**config.mk**
```make
export PLATFORM = sky130hd
export DESIGN_NAME = instruction_fetch
export DESIGN_NICKNAME = d
export VERILOG_FILES = /design/src/rtl/instruction_fetch.sv
export SDC_FILE = /design/constraint.sdc
export NUM_CORES = 1
export LEC_CHECK = 0
export BUFFER_PORTS_ARGS = -buffer_cell sky130_fd_sc_hd__buf_2
export CORE_ASPECT_RATIO = 1.2
export CORE_MARGIN = 3
export CORE_UTILIZATION = 56
export DETAILED_ROUTE_END_ITERATION = 8
export PLACE_DENSITY = 0.81
export SLEW_MARGIN = 20
export SYNTH_ARGS = -nofsm -noshare
export SYNTH_HDL_FRONTEND = slang
export SYNTH_SLANG_ARGS = --single-unit
```
**constraint.sdc**
```tcl
create_clock -name clk -period 7.6 [get_ports clk]
set_input_delay 0.76 -clock clk [delete_from_list [all_inputs] [get_ports clk]]
set_output_delay 0.76 -clock clk [all_outputs]
set_load 0.01 [all_outputs]
```
**src/rtl/instruction_fetch.sv**
```systemverilog
// Fetch stage: owns the PC, issues in-order word requests, buffers responses for the decoder.
// Optional FETCH_ALIGN_CHECK_EN adds fetch_fault for misaligned redirect targets.
module instruction_fetch #(
  parameter logic [31:0] RESET_PC     = 32'h0000_0000,
  parameter int          BUFFER_DEPTH = 2
) (
  input  logic        clk,
  input  logic        rst,
  output logic [31:0] mem_addr,
  output logic        mem_req_valid,
  input  logic        mem_req_ready,
  input  logic [31:0] mem_rsp_data,
  input  logic        mem_rsp_valid,
  output logic [31:0] instruction_data,
  output logic        instruction_data_valid,
  output logic [31:0] instruction_pc,
  input  logic        instruction_ready,
  input  logic        redirect_valid,
  input  logic [31:0] redirect_pc
`ifdef FETCH_ALIGN_CHECK_EN
  ,
  output logic        fetch_fault
`endif
);

  // Handshakes: a transfer happens on a cycle where valid && ready are both high at posedge;
  // valid never depends on ready, and payload holds stable while valid && !ready.
  localparam int PW = $clog2(BUFFER_DEPTH);
  localparam int CW = PW + 1;
  localparam int SW = CW + 1;

  logic [31:0]   fetch_pc;
  logic [31:0]   resp_pc;
  logic [PW-1:0] head;
  logic [PW-1:0] tail;
  logic [CW-1:0] count;
  logic [CW-1:0] outstanding;
  logic [CW-1:0] drop;
  logic [SW-1:0] in_use;
  logic [31:0]   fifo_data [BUFFER_DEPTH];
  logic [31:0]   fifo_pc   [BUFFER_DEPTH];
  logic          req_fire;
  logic          push;
  logic          pop;
  logic          issue_blocked;
  logic [31:0]   redirect_target;

`ifdef FETCH_ALIGN_CHECK_EN
  logic fault_q;
  assign issue_blocked   = fault_q;
  assign fetch_fault     = fault_q;
  assign redirect_target = redirect_pc;
`else
  assign issue_blocked   = 1'b0;
  assign redirect_target = redirect_pc & 32'hFFFF_FFFC;
`endif

  // Registered occupancy only, so decoder ready never reaches mem_req_valid combinationally.
  assign in_use        = SW'(outstanding) + SW'(count);
  assign mem_req_valid = !rst && !redirect_valid && !issue_blocked &&
                         (in_use < SW'(BUFFER_DEPTH));
  assign mem_addr      = fetch_pc;
  assign req_fire      = mem_req_valid && mem_req_ready;

  assign instruction_data_valid = (count != '0);
  assign instruction_data       = instruction_data_valid ? fifo_data[head] : 32'h0;
  assign instruction_pc         = instruction_data_valid ? fifo_pc[head] : 32'h0;

  assign push = mem_rsp_valid && (drop == '0);
  assign pop  = instruction_data_valid && instruction_ready;

  always_ff @(posedge clk) begin
    if (rst) begin
      fetch_pc    <= RESET_PC;
      resp_pc     <= RESET_PC;
      head        <= '0;
      tail        <= '0;
      count       <= '0;
      outstanding <= '0;
      drop        <= '0;
`ifdef FETCH_ALIGN_CHECK_EN
      fault_q     <= 1'b0;
`endif
    end else if (redirect_valid) begin
      // Everything still in flight after this cycle's response becomes a drop.
      fetch_pc    <= redirect_target;
      resp_pc     <= redirect_target;
      head        <= '0;
      tail        <= '0;
      count       <= '0;
      outstanding <= outstanding - CW'(mem_rsp_valid);
      drop        <= outstanding - CW'(mem_rsp_valid);
`ifdef FETCH_ALIGN_CHECK_EN
      fault_q     <= (redirect_target[1:0] != 2'b00);
`endif
    end else begin
      if (req_fire) fetch_pc <= fetch_pc + 32'd4;
      outstanding <= outstanding + CW'(req_fire) - CW'(mem_rsp_valid);
      if (mem_rsp_valid && (drop != '0)) drop <= drop - CW'(1);
      if (push) begin
        fifo_data[tail] <= mem_rsp_data;
        fifo_pc[tail]   <= resp_pc;
        tail            <= tail + PW'(1);
        resp_pc         <= resp_pc + 32'd4;
      end
      if (pop) head <= head + PW'(1);
      count <= count + CW'(push) - CW'(pop);
    end
  end

endmodule

```
### Word-level counts from Yosys, hierarchy flattened

Memories as Yosys holds them, arrays and structs flattened. A register that Yosys moved wholly into a read port is not among the register bits.
Cells that the tools add are included.

| word-level totals | value |
|---|---|
| flip-flop bits (word level) | 72 |
| latch bits | 0 |
| RAM bits | 128 |
| bits in read-only memories | 0 |
| bits of input ports | 70 |
| output and inout port bits | 98 |
| logic and storage cells | 55 |
| memories | 2 |

| operators by class | value |
|---|---|
| add/sub/neg operators | 11 |
| multipliers | 0 |
| div/mod/pow operators | 0 |
| magnitude comparators | 1 |
| eq/ne operators | 0 |
| shifts and indexed selects | 0 |
| mux-type cells | 17 |
| bitwise logic cells | 0 |
| reductions and logical operators | 15 |

Memory list:

| name | depth | width | read ports | clocked after Yosys merged registers in | wr ports | line | text |
|---|---|---|---|---|---|---|---|
| fifo_data | 2 | 32 | 1 | 1 | 1 | 40 | `logic [31:0] fifo_data [BUFFER_DEPTH];` |
| fifo_pc | 2 | 32 | 1 | 1 | 1 | 41 | `logic [31:0] fifo_pc [BUFFER_DEPTH];` |

Operator list:

| operator | count |
|---|---|
| $mux W32 | 6 |
| $add A32 B3 Y32 const B | 2 |
| $reduce_bool A2 Y1 | 5 |
| $mux W1 | 8 |
| $logic_and A1 B1 Y1 | 6 |
| $mux W2 | 3 |
| $sub A2 B1 Y2 | 3 |
| $add A2 B1 Y2 | 2 |
| $add A2 B2 Y3 | 1 |
| $lt A3 B2 Y1 const B | 1 |
| $add A1 B1 Y1 const B | 2 |
| $logic_not A1 Y1 | 2 |
| $logic_not A2 Y1 | 1 |
| $reduce_or A2 Y1 | 1 |
| $sub A2 B1 Y2 const B | 1 |

### Logic depth before layout (Yosys ltp)

Gate-level depths: netlist of the first run.

| logic depth | value |
|---|---|
| word-level depth | 7 |
| mapped depth | 13 |
| depth with buffers taken out | 12 |

### Worst setup path after synthesis of the first run

No wires, ideal clock.

| path | value |
|---|---|
| path kind | input-to-reg |
| from | input redirect_valid |
| to | memory fifo_data[0][0], enable pin |
| library setup time | 0.558 ns |
| arrival | 5.574 ns |
| required time | 7.042 ns |
| slack | 1.468 ns |
| stages | 3 |
| buffers on the path | 1 |
| cell sequence | or2_2 clkbuf_1 nor3_1 |

| between the ends | value |
|---|---|
| longest elaborated chain between the ends | 3 |

Ends and longest elaborated chain:

| element | line | text |
|---|---|---|
| start: declaration | 18 | `input logic redirect_valid,` |
| $mux W1 | 84 | `end else if (redirect_valid) begin` |
| $mux W1 | 73 | `if (rst) begin` |
| $mux W1 (not written as such) | 101 | `fifo_data[tail] <= mem_rsp_data;` |
| end: declaration | 40 |  |

No other way between the ends.

### Worst setup path in the final report of the first run

| path | value |
|---|---|
| from | register count[0] |
| to | register outstanding[1] |

| between the ends | value |
|---|---|
| longest elaborated chain between the ends | 7 |

Ends and longest elaborated chain:

| element | line | text |
|---|---|---|
| start: declaration | 36 | `logic [CW-1:0] count;` |
| start signal: assignment | 107 | `count <= count + CW'(push) - CW'(pop);` |
| $add A2 B2 Y3 | 59 | `assign in_use = SW'(outstanding) + SW'(count);` |
| $lt A3 B2 Y1 | 61 | `(in_use < SW'(BUFFER_DEPTH));` |
| $logic_and A1 B1 Y1 | 60 | `assign mem_req_valid = !rst && !redirect_valid && !issue_blocked &&` |
| $logic_and A1 B1 Y1 | 63 | `assign req_fire = mem_req_valid && mem_req_ready;` |
| $add A2 B1 Y2 | 98 | `outstanding <= outstanding + CW'(req_fire) - CW'(mem_rsp_valid);` |
| $sub A2 B1 Y2 | 98 |  |
| $mux W2 | 84 |  |
| end signal: assignment | 91 | `outstanding <= outstanding - CW'(mem_rsp_valid);` |
| end signal: assignment | 98 |  |
| end: declaration | 37 | `logic [CW-1:0] outstanding;` |

No other way between the ends.
A chain may end at the register's enable or synchronous reset.

==> results of run 1 <==
-- per-layer routing --
metal  part of all wire, %  GRT usage [%]  vias up
li1                      -              -     3199
met1                    43           29.0     3100
met2                    46           35.7      304
met3                   8.5           5.55       43
met4                   3.2           9.90        0
met5                     0              0        -
-- synth_stat cells, types with 4 or more instances --
cell type	count
nor2_1	89
nand4_1	31
o21ai_0	26
xnor2_1	14
a21boi_0	16
a31oi_1	12
mux2i_1	63
o31ai_1	6
clkbuf_1	39
nor3_1	23
nor4_1	11
a311oi_1	5
and4_1	15
inv_1	10
a21oi_1	9
o311a_1	5
ha_1	8
nand2b_1	4
or4_1	7
or3_1	11
dfxtp_1	69
buf_4	5
o211ai_1	6
and2_1	10
and3_1	9
a211oi_1	11
nor2b_1	4
nand3_1	20
nand2_1	34
edfxtp_1	124
xor2_1	12
nor4b_1	4
o21a_1	18
-- cell families (layout without fill, tap and decap cells) --
family	after synthesis	count (layout)	share of synthesized area [%]
simple gates	291	291	18.0
flops	193	193	57.8
compound gates	128	128	10.1
mux	63	63	7.14
buf+inv	59	209	2.88
xor+xnor	26	26	2.58
fa+ha+maj	9	9	1.36
other cells	1	4	0.0425
-- power by group through the flow --
stage / sequential [mW] / combinational [mW] / clock, mW
floorplan: 1.22 / 0.147 / 0
global placement: 1.23 / 0.226 / 0
detailed placement: 1.23 / 0.231 / 0
CTS: 1.20 / 0.232 / 0.889
global route: 1.21 / 0.255 / 0.937
finish: 1.21 / 0.231 / 0.872
-- metrics by stage --
stage	util, %	hold slack [ps]	std cells	setup WS, ps	total power, mW
floorplan	-	442	773	1470	1.36
global route	67.9	502	1127	3970	2.40
CTS	67.9	501	1127	4120	2.33
finish	67.9	522	1127	4120	2.31
global placement	64.1	497	1095	4180	1.45
detailed placement	64.1	507	1095	4160	1.46
-- flip-flops by register name, summed over array words and instances (netlist names), named ones only --
signal / cells
mem_addr: 30
outstanding: 2
drop: 2
resp_pc: 30
count: 2
fifo_data: 64
head: 1
fifo_pc: 60
tail: 1
-- worst min-delay path by stage --
stage	slack, ps	startpoint	cells past startpoint	endpoint
after global routing	500	mem_rsp_data[29]	1	fifo_data[1][29]
after floorplan	440	resp_pc[12]	0	fifo_pc[0][12]
after CTS	500	mem_rsp_data[23]	1	fifo_data[1][23]
final	520	mem_rsp_data[5]	1	fifo_data[1][5]
after detailed placement	510	head	2	head
after global placement	500	head	2	head
-- cell type report --
class / count / area, sq um
sequential: 193 / 5110
fill: 1195 / 4870
multi-input combinational: 521 / 3490
timing repair buffer: 167 / 851
clock buffer: 21 / 450
tap: 204 / 255
clock inverter: 11 / 133
inverter: 10 / 37.5
==> flow_summary.json, run 1 <==
{
  "syn_area_sq_um": 8830,
  "cts_max_path_buffers": 2,
  "p_sw_share_pct": 24.2,
  "rsz0062_at_grt": "no",
  "grt_pass1_wl_um": 30500,
  "p_leak_nw": 3.73,
  "ff2ff_setup_slack_ps": 4120,
  "grt_util_all_layers_pct": 22.3,
  "fmax_mhz": 287,
  "clkTransAtPathRegs_ps": 70,
  "start_util_pct": 58.1,
  "vias_per_cell": 5.90,
  "root_buffer": "clkbuf_16",
  "syn_inst": 770,
  "antenna_found_initial": 0,
  "cts_resized": 0,
  "postSynth.asyncResetShare_pct": 0,
  "layout-drive-gt1-share_pct": 23.0,
  "slew_headroom_pct": 28.0,
  "yosys-top-cells-area": "edfxtp_1, dfxtp_1, mux2i_1, nor2_1, nand4_1",
  "yosys_warnings": 0,
  "p_int_mw": 1.75,
  "cp.arrival_ps": 3780,
  "clkLatencyLatePin_ps": 430,
  "synthToLayoutAreaGrowth_pct": 17.0,
  "p_per_area_nw_per_um2": 224,
  "max_stage_delay_ps": 620,
  "drt_wl_total_um": 19500,
  "path_class": "reg -> reg",
  "ys.flop_type": "edfxtp_1",
  "cp-endpoint": "outstanding[1]",
  "die-area_sq_um": 17300,
  "layout_commonest_cell": "buf_2",
  "design_area_sq_um": 10300,
  "worst_slew_pin_slew_ps": 1080,
  "startpoint_type": "flop",
  "timing.final.crit_share_pct": 45.8,
  "fin_skew_ps": 7.35,
  "rows": 49,
  "worst-path-stages": 12,
  "synth_area_per_cell_sq_um": 11.5,
  "end_kind": "flop",
  "cp-startpoint": "count[0]",
  "grt_max_degree": 71,
  "period_minus_slack_ps": 3480,
  "route.detailed.drc": 0,
  "vdd_ir_drop_max_uv": 117,
  "layout.nets": 989,
  "cts_hold_buf": 0,
  "diodes": 0,
  "outcome": "finished clean",
  "htreeDepth": 4,
  "core_sq_um": 15200,
  "r2r_start": "count[0]",
  "setup_viol": 0,
  "comb_power_share_pct": 10.0,
  "cts_tree": "done",
  "switchingPower_mw": 0.558,
  "io_pins": 168,
  "hpwl_um": 13200,
  "crit_chain": "and2_1 -> fa_1 -> or3b_2 -> nor2_1 -> inv_1 -> ha_1 -> inv_1 -> ha_1 -> xnor2_1 -> o21ai_0 -> xnor2_1 -> nor2_1",
  "overflow": 0,
  "synth_cell_types": 59,
  "maxCapViolations": 0,
  "place_area_sq_um": 9750,
  "power_frac_seq_pct": 52.2,
  "reg2reg_depth": 12,
  "finalSetupTns_ps": 0,
  "final_hold_viol_count": 0,
  "worst_ep_required_time_ps": 7900,
  "r2r-end": "outstanding[1]",
  "die_x_um": 121,
  "routed_wire_length_per_instance_um": 17.3,
  "ys_seq_area_share_pct": 57.8,
  "holdCritPathClass": "in -> reg",
  "synth_edf_count": 124,
  "p_clk_share_pct": 37.8,
  "grt_pass1_vias": 6078,
  "ant_nets": 0,
  "final_cell_mix": "buf_2, edfxtp_1, nor2_1",
  "crit_buf_inv": 2,
  "gp_congestion": 0.910,
  "yosysTopAreaCell": "edfxtp_1",
  "cts_setup_buffers": 0,
  "cp_top_family": "simple AND/OR/NAND/NOR gates",
  "dr.first_iter.drc_count": 616,
  "ys_ff_latch": 193,
  "synth_top_area_share_pct": 42.2,
  "crit_path_top_delay_cell": "or3b_2",
  "drv_slew": 0,
  "cts_num_sinks": 193,
  "port_buffers": 161,
  "via_count": 6646,
  "cts-buffers-inserted": 17,
  "first_pass_iters": 5,
  "dieHeight_um": 144,
  "path_max_fanout": 6
}
Power figures use the tool's default switching activity.
==> inputs of run 2 (changes only) <==
ABC_AREA = 1   (was not set)
PLACE_DENSITY = 0.8   (was 0.81)
clock period = 3.5 ns   (was 7.6 ns; I/O delays follow)
==> run 2 against run 1 <==
- total power increased by 120%
- area after synthesis increased by 5.0%
- non-clock buffer count increased by 5
- final cell count increased by 31%
- first-iteration DRC count increased by 19%
- routed wire length increased by 20%
- cell area increased by 5.1%
- critical path type unchanged
- critical endpoint unchanged
==> flow_summary.json, run 2 <==
{
  "outcome": "finished clean",
  "path_class": "reg -> reg",
  "rsz0062_at_grt": "no",
  "cts_setup_buffers": 0,
  "die_x_um": 123,
  "gp_congestion": 0.931,
  "ys_seq_area_share_pct": 55.1,
  "drv_slew": 0,
  "clkLatencyLatePin_ps": 440,
  "start_util_pct": 58.3,
  "cts_tree": "done",
  "synth.most_common_cell": "nand2_1",
  "synthToLayoutAreaGrowth_pct": 17.1,
  "end_kind": "flop",
  "grt_max_degree": 63,
  "instances_no_fill": 1477,
  "vdd_ir_drop_max_uv": 319,
  "root_buffer": "clkbuf_16",
  "postSynth.asyncResetShare_pct": 0,
  "diodes": 0,
  "vias_per_cell": 5.40,
  "finalSetupTns_ps": 0,
  "syn_area_sq_um": 9270,
  "synth_area_per_cell_sq_um": 8.39,
  "min_from": "mem_rsp_data[5]",
  "htreeDepth": 4,
  "largestRegisters": "fifo_data: 64 flops, fifo_pc: 60 flops",
  "p_total_mw": 5.11,
  "grt_util_all_layers_pct": 25.6,
  "synth_cell_types": 39,
  "maxCapViolations": 0,
  "grt_pass1_vias": 7406,
  "ff2ff_setup_slack_ps": 970,
  "hpwl_um": 15900,
  "rows": 50,
  "routed_wire_length_per_instance_um": 15.8,
  "final_hold_viol_count": 0,
  "layout.nets": 1335,
  "netlist_top_cells_count": "nand2_1, edfxtp_1, a21oi_1, inv_1, nor2_1",
  "synth_edf_count": 124,
  "syn_inst": 1105,
  "design_area_sq_um": 10900,
  "place_inst": 1445,
  "holdCritPathClass": "in -> reg",
  "clkTransAtPathRegs_ps": 70,
  "reg2reg_depth": 12,
  "yosysTopAreaCell": "edfxtp_1",
  "period_minus_slack_ps": 2530,
  "via_count": 7975,
  "dr.first_iter.drc_count": 736,
  "cts_resized": 0,
  "cp.arrival_ps": 2840,
  "io_pins": 168,
  "r2r-end": "outstanding[1]",
  "cts-buffers-inserted": 17,
  "p_leak_nw": 4.55,
  "cts_max_path_buffers": 2,
  "core_sq_um": 15900,
  "dieHeight_um": 147,
  "grt_pass1_wl_um": 36600,
  "yosys_warnings": 0,
  "antenna_found_initial": 0,
  "layout_commonest_cell": "nand2_1",
  "die-area_sq_um": 18100,
  "r2r_start": "count[0]",
  "port_buffers": 161,
  "cts_num_sinks": 193,
  "route.detailed.drc": 0,
  "regMostFlops": "fifo_data",
  "worst_ep_required_time_ps": 3800,
  "place_area_sq_um": 10300,
  "slew_headroom_pct": 53.9,
  "hold_path_end": "fifo_data[1][5]",
  "ys.flop_type": "edfxtp_1",
  "synth_top_area_share_pct": 40.2,
  "fin_skew_ps": 12.0,
  "final_cell_mix": "nand2_1, buf_2, edfxtp_1",
  "p_per_area_nw_per_um2": 471,
  "timing.final.crit_share_pct": 72.3,
  "worst_slew_pin_slew_ps": 692,
  "first_pass_iters": 5,
  "setup_viol": 0,
  "yosys-top-cells-area": "edfxtp_1, dfxtp_1, nand2_1, a21oi_1, inv_1",
  "hold_depth": 1,
  "path_max_fanout": 10,
  "overflow": 0,
  "hold_ws_ps": 105,
  "largest_register_ffs": 64,
  "startpoint_type": "flop",
  "drt_wl_total_um": 23300,
  "ant_nets": 0,
  "layout-drive-gt1-share_pct": 18.8,
  "cts_hold_buf": 0,
  "fmax_mhz": 395,
  "ys_ff_latch": 193
}
[run 2: cell count changes after synthesis, sizes merged, moves of 27 or more]
cell / previous run / this run
nand3: 20 / 69
o21ai: 26 / 55
nand4: 34 / 7
nand2: 34 / 367
a21oi: 9 / 115
inv: 10 / 107
mux2i: 63 / 0
[run 2: cells by family after synthesis]
| family | share of synthesized area (%) |
|---|---|
| flops | 55.1 |
| xor+xnor | 1.42 |
| simple gates | 25.0 |
| fa+ha+maj | 1.30 |
| compound gates | 10.4 |
| other cells | 0.0404 |
| buf+inv | 6.77 |
[run 2: cell type report]
| type | count | area, sq um |
|---|---|---|
| sequential | 193 | 5110 |
| clock inverter | 14 | 168 |
| multi-input combinational | 764 | 3570 |
| clock buffer | 18 | 429 |
| inverter | 108 | 407 |
| tap | 208 | 260 |
| fill | 1334 | 5030 |
| timing repair buffer | 172 | 913 |
[run 2: metrics by stage]
stage	setup slack [ps]	utilization, %
final	968	68.3
after global routing	781	68.3
after CTS	963	68.3
after detailed placement	960	64.6
after global placement	1010	64.6
after floorplan	455	-
[run 2: power by group]
group	switching [mW]	internal (mW)
logic	0.351	0.189
registers	0.0888	2.51
clock network	0.895	1.08
total	1.33	3.78
[run 2: how the worst max path moves through the flow]
stage,slack (ps),end,from,cells after the start
after floorplan,460,fifo_data[0][0],drop[0],6
after global placement,1010,outstanding[1],count[0],12
after detailed placement,960,outstanding[1],count[0],12
after CTS,960,outstanding[1],count[0],12
after global routing,780,outstanding[1],count[0],12
final,970,outstanding[1],count[0],12
[run 2: worst max-delay path, stage by stage, from the launching register on]
cell and delay, ps:
dfxtp_1 400, nand2_1 70, inv_1 60, fa_1 400
inv_1 120, nand4_4 230, ha_1 370, inv_1 40
ha_1 170, xor2_1 150, or2_2 270, nand3_1 70
a21oi_1 60
[run 2: routing by layer]
layer / routed length [um] / GRT usage [%]
met1: 9400 / 32.4
met2: 11600 / 43.5
met3: 1870 / 6.08
met4: 424 / 7.20
met5: 0 / 0
